File: src/rtl/fifo_sync_ctrl.sv
// fifo_sync_ctrl: single-clock FIFO controller sequencing an external sdp_ram.
// A two-entry prefetch buffer hides the RAM read latency (first-word-fall-through).
module fifo_sync_ctrl #(
    parameter int FIFO_WIDTH      = 8,
    parameter int FIFO_DEPTH      = 16,
    parameter int FIFO_ADDR_WIDTH = 4,
    parameter int AFULL_TH        = 14,
    parameter int AEMPTY_TH       = 2
) (
    input  logic                         clk,
    input  logic                         rst_n,
    input  logic                         flush,
    input  logic                         s_valid,
    input  logic [FIFO_WIDTH-1:0]        s_data,
    output logic                         s_ready,
    output logic                         m_valid,
    output logic [FIFO_WIDTH-1:0]        m_data,
    input  logic                         m_ready,
    output logic [FIFO_ADDR_WIDTH-1:0]   mem_waddr,
    output logic [FIFO_WIDTH-1:0]        mem_wdata,
    output logic                         mem_we,
    output logic [FIFO_ADDR_WIDTH-1:0]   mem_raddr,
    output logic                         mem_re,
    input  logic [FIFO_WIDTH-1:0]        mem_rdata,
    output logic [FIFO_ADDR_WIDTH+1:0]   occupancy,
    output logic                         almost_full,
    output logic                         almost_empty
);

    localparam int AW = FIFO_ADDR_WIDTH;
    localparam int FW = FIFO_WIDTH;
    localparam int OW = AW + 2;
    localparam logic [AW:0] FULL_CNT = (AW+1)'(FIFO_DEPTH);

    typedef enum logic [1:0] {
        B0 = 2'd0,
        B1 = 2'd1,
        B2 = 2'd2
    } buf_state_e;

    buf_state_e    state_q, state_d;
    logic [AW:0]   wptr_q, wptr_d;
    logic [AW:0]   rptr_q, rptr_d;
    logic          inflight_q, inflight_d;
    logic [FW-1:0] head_q, head_d;
    logic [FW-1:0] tail_q, tail_d;
    logic          afull_q, afull_d;
    logic          aempty_q, aempty_d;

    logic [AW:0]   ram_cnt, ram_cnt_d;
    logic [2:0]    pend;
    logic          push, pop, capture;
    logic [OW-1:0] occ_d;

    assign ram_cnt = wptr_q - rptr_q;
    assign s_ready = (ram_cnt != FULL_CNT) & ~flush;
    assign push    = s_valid & s_ready;
    assign pop     = m_valid & m_ready;
    assign capture = inflight_q;

    // Words already owed to the buffer; a pop this cycle frees one slot.
    assign pend   = {1'b0, state_q} + {2'b00, inflight_q};
    assign mem_re = (ram_cnt != '0) & (pend < (3'd2 + {2'b00, pop})) & ~flush;

    assign mem_waddr = wptr_q[AW-1:0];
    assign mem_wdata = s_data;
    assign mem_we    = push;
    assign mem_raddr = rptr_q[AW-1:0];

    assign wptr_d     = flush ? '0 : wptr_q + {{AW{1'b0}}, push};
    assign rptr_d     = flush ? '0 : rptr_q + {{AW{1'b0}}, mem_re};
    assign inflight_d = mem_re;
    assign ram_cnt_d  = wptr_d - rptr_d;

    always_ff @(posedge clk or negedge rst_n) begin
        if (!rst_n) begin
            state_q    <= B0;
            wptr_q     <= '0;
            rptr_q     <= '0;
            inflight_q <= 1'b0;
            head_q     <= '0;
            tail_q     <= '0;
            afull_q    <= 1'b0;
            aempty_q   <= 1'b1;
        end else begin
            state_q    <= state_d;
            wptr_q     <= wptr_d;
            rptr_q     <= rptr_d;
            inflight_q <= inflight_d;
            head_q     <= head_d;
            tail_q     <= tail_d;
            afull_q    <= afull_d;
            aempty_q   <= aempty_d;
        end
    end

    always_comb begin
        state_d = state_q;
        head_d  = head_q;
        tail_d  = tail_q;
        unique case (state_q)
            B0: begin
                if (capture) begin
                    state_d = B1;
                    head_d  = mem_rdata;
                end
            end
            B1: begin
                if (capture && pop) begin
                    head_d = mem_rdata;
                end else if (capture) begin
                    state_d = B2;
                    tail_d  = mem_rdata;
                end else if (pop) begin
                    state_d = B0;
                end
            end
            B2: begin
                if (pop) begin
                    state_d = B1;
                    head_d  = tail_q;
                end
            end
            default: state_d = B0;
        endcase
        if (flush) begin
            state_d = B0;
        end
    end

    always_comb begin
        m_valid   = (state_q != B0);
        m_data    = head_q;
        occupancy = {1'b0, ram_cnt}
                  + {{(OW-1){1'b0}}, inflight_q}
                  + {{(OW-2){1'b0}}, state_q};
        occ_d     = {1'b0, ram_cnt_d}
                  + {{(OW-1){1'b0}}, inflight_d}
                  + {{(OW-2){1'b0}}, state_d};
        afull_d      = (occ_d >= OW'(AFULL_TH));
        aempty_d     = (occ_d <= OW'(AEMPTY_TH));
        almost_full  = afull_q;
        almost_empty = aempty_q;
    end

endmodule

File: config.mk
export PLATFORM = sky130hd
export DESIGN_NAME = fifo_sync_ctrl
export DESIGN_NICKNAME = d
export VERILOG_FILES = /design/src/rtl/fifo_sync_ctrl.sv
export SDC_FILE = /design/constraint.sdc
export NUM_CORES = 1
export LEC_CHECK = 0
export BUFFER_PORTS_ARGS = -buffer_cell sky130_fd_sc_hd__buf_2
export CORE_UTILIZATION = 48
export CTS_CLUSTER_SIZE = 16
export DETAILED_ROUTE_END_ITERATION = 8
export GPL_ROUTABILITY_DRIVEN = 0
export PLACE_DENSITY = 0.76
export RECOVER_POWER = 50
export SLEW_MARGIN = 20
export SYNTH_ARGS = -nofsm -noshare
export SYNTH_HDL_FRONTEND = slang
export SYNTH_SLANG_ARGS = --single-unit
File: constraint.sdc
create_clock -name clk -period 4.45 [get_ports clk]
set_input_delay 0.89 -clock clk [delete_from_list [all_inputs] [get_ports clk]]
set_output_delay 0.89 -clock clk [all_outputs]
set_load 0.02 [all_outputs]
==> metrics.md <==
| Metric | Value |
|---|---|
| Worst setup margin | 0.175 ns |
| Routed wire length | around 4 mm |
| Tcrit/Tclk final | 96.1% |
| Top cells by area, synth | dfrtp_1 (36%), ha_1 (10%), fa_1 (5.7%) |
| Worst VDD drop | about 360 uV |
| Fmax | approximately 230 MHz |
| H-tree depth | 2 |
| Post-DRT Antenna Nets | 0 |
| Routing usage on met2 | between 20% and 30% |
| Ant. Diodes | 0 |
| Total core area | between 4000 and 5000 um2 |
| Fin area | 2450 um2 |
| GR peak layer | met2 |
| Syn avg cell area | roughly 10 um2 |
| GR Util met1 | around 25% |
| Setup Viol. Count Final | 0 |
| DRC viols | 0 |
| Status | finished with violations |
| Max-Cap Viols | 1 |
| Max FO, Critical Path | 3 |
| Worst relative slew slack | -11.1% |
| Clock slew at reported path FFs | 0.06 ns |
| Hold slack | 0.506 ns |
| Wirelength per Cell | 14.2 um |
| CP Capture Type | flop |
| Max Slew Vio Count | 32 |
| Final Net Count | 281 |
| Area grow syn2layout | 16.0% |
| Crit-path max cell delay | roughly 0.49 ns |
| Initial antenna violation count | 0 |
| Fraction of registers with async set/reset | between 90% and 100% |
| Syn Nets | 246 |
| Unique masters post-synth | approximately 40 |
| # port buffers | 40 |
| Initial Util | around half |
| Clock Latency Late Sink | 0.28 ns |
| Top Family by Delay on Critical Path | adder cells |
| Met3 GRT Util | ~4.7% |
| Req. time, crit path | about 4.7 ns |
| Failing checks | capacitance limit, slew limit |
| Top cell type's share of synthesized area | 35.6% |
| Largest net degree at the start of global routing | 32 |
| Bufs and invs on worst path | 2 |
| Die height | roughly 70 um |
| Post-synth top flop | dfrtp_1 |
| Layout cells sized above 1 | between 20 and 30% |
| Die area | ~4700 um2 |
| Final hold vios | 0 |
| Warnings from Yosys | 0 |
| Setup TNS | 0 ns |
| Worst-margin pin slew | approximately 1.7 ns |
| Drt pass-1 iters | 6 |
| Pre-CTS setup slack | between 0.05 and 0.06 ns |
| Flops & latches, synth | 31 |
| Cell taking the most area after synthesis | dfrtp_1 |
| DRT iter0 DRCs | 31 |
| Sink Count | 31 |
| Arrival @ worst endpoint | 4.50 ns |
| Io pins | 57 |
| Min-delay worst type | flop to flop |
| Post-Syn Area | roughly 2100 um2 |
| Via Count | 1493 |
| Worst setup SP type | flop |
| Sequential area share after synthesis | between 30% and 40% |
| Total Routing Usage GR | 18.9% |
| Clock Path Buffers | 2 |
| Dpl hpwl | approximately 3 mm |
| Min Clock Period, post-route | about 4.3 ns |
| Placed cell areas | about 2300 um2 |
| Cts bufs inserted | 5 |
| Cell Rows | 23 |
| Horiz. Die Dim | between 60 and 70 um |
| Lkg Pwr | 1.19 nW |
| Setup CP Type | flop to flop |
| Syn Inst Count | roughly 200 |
| Cells along the critical path | inv_1 -> ha_1 -> inv_1 -> fa_2 -> a21o_1 -> a21oi_2 -> xnor2_2 -> a311oi_2 -> ha_2 -> ha_1 -> nor2b_1 -> fa_1 -> fa_1 -> and2_1 -> and4_1 -> mux2i_2 -> a31o_1 |
| Via/cell ratio | ~5.2 |
| Final Skew | about 0.0030 ns |
| Clock Tree Root | clkbuf_8 |
| CTS tree | done |
| First-pass GRT wire length | 6.26 mm |
| Slowest cell on crit path | fa_1 |
| Fin util | a little under 60% |
| Hold-fix buffers, CTS | 0 |
| Gr ovfl total | 0 |
| P per Cell Area | 725 nW/um2 |
| Vias in the first global route | 1370 |
| Post-synth EDFFs | 0 |
-- state kept, by name (all words and copies together) (netlist names) --
| signal | count |
|---|---|
| m_data | 8 |
| wptr_q | 5 |
| almost_empty | 1 |
| tail_q | 8 |
| state_q | 2 |
| capture | 1 |
| rptr_q | 5 |
| almost_full | 1 |
-- through the flow --
| step | power [W] | std cells |
|---|---|---|
| 3_3_place_gp | 0.00142 | 277 |
| 4_1_cts | 0.00167 | 284 |
| 3_5_place_dp | 0.00144 | 277 |
| 6_report | 0.00177 | 287 |
| 2_1_floorplan | 0.00120 | 202 |
| 5_1_grt | 0.00194 | 287 |
-- cell usage after synthesis (4+ instances only) --
| library cell | count |
|---|---|
| nor2b_1 | 6 |
| buf_4 | 16 |
| inv_1 | 17 |
| a21oi_1 | 14 |
| mux2_2 | 8 |
| ha_1 | 17 |
| nor2_1 | 18 |
| nand2b_1 | 5 |
| mux2i_1 | 9 |
| a21o_1 | 4 |
| fa_1 | 6 |
| dfrtp_1 | 30 |
| nand3_1 | 6 |
| xnor2_1 | 9 |
-- cells by family (layout without fill, tap and decap cells) --
logic type      Yosys count  in the layout  share of synthesized area, %
flops                    31             31                          36.9
xor+xnor                 13             13                          6.11
buf+inv                  37             72                          9.50
mux                      19             19                          9.97
compound gates           29             29                          8.90
simple gates             50             50                          12.9
fa+ha+maj                23             23                          15.8
-- layout make-up --
cell class,count,area (um2)
inverters,17,63.8
clock inverters,1,5.00
multi-input cells,134,1210
clock buffers,6,82.6
well taps,50,62.6
repair buffers,48,244
flip-flops and latches,31,778
fillers,375,1670
-- cell usage in the layout (no fill, tap or decap), types with 2 or more instances in the layout --
cell type / instances
dfrtp_1: 29
buf_2: 27
nor2_1: 18
inv_1: 16
ha_1: 16
a21oi_1: 13
clkbuf_1: 13
mux2i_1: 8
mux2_2: 8
buf_4: 8
xnor2_1: 7
nand3_1: 6
nor2b_1: 6
clkbuf_8: 6
fa_1: 5
a21o_1: 4
nand2b_1: 4
xor2_1: 3
or2_2: 2
xnor2_2: 2
mux2_4: 2
-- worst register-to-register path, stage by stage, from the launching register on --
cell and delay [ns]:
dfrtp_1 0.40, inv_1 0.07, ha_1 0.17, inv_1 0.06, fa_2 0.36, a21o_1 0.21
a21oi_2 0.18, xnor2_2 0.16, a311oi_2 0.15, ha_2 0.23, ha_1 0.26, nor2b_1 0.29
fa_1 0.49, fa_1 0.43, and2_1 0.18, and4_1 0.21, mux2i_2 0.23, a31o_1 0.14
-- routing by layer --
layer	routed length (um)	share of wire [%]	vias to the layer above
met2	1930	47	34
met5	0	0	-
met3	177	4.3	10
met1	1860	45	709
met4	115	2.8	0
li1	-	-	740
-- power breakdown --
group          switching (W)  total (W)  internal, W
sequential         0.0000642   0.000452     0.000388
combinational       0.000616    0.00110     0.000482
clock               0.000102   0.000223     0.000121
-- final timing paths --
path | startpoint | endpoint | slack, ns | cells after the start
setup / recovery | wptr_q[0] | almost_full | 0.18 | 17
hold / removal | tail_q[3] | tail_q[3] | 0.51 | 1
setup reg to reg | wptr_q[0] | almost_full | 0.18 | 17
hold reg to reg | tail_q[3] | tail_q[3] | 0.51 | 1
max in group asynchronous | rst_n | wptr_q[1] | 2.34 | 1
min in group asynchronous | rst_n | rptr_q[3] | 1.03 | 1
-- repair_timing --
action,CTS,global route
buffers inserted,0,3
setup endpoints to repair,0,2
gates resized for setup,0,15
(Power assumes the default switching activity.)
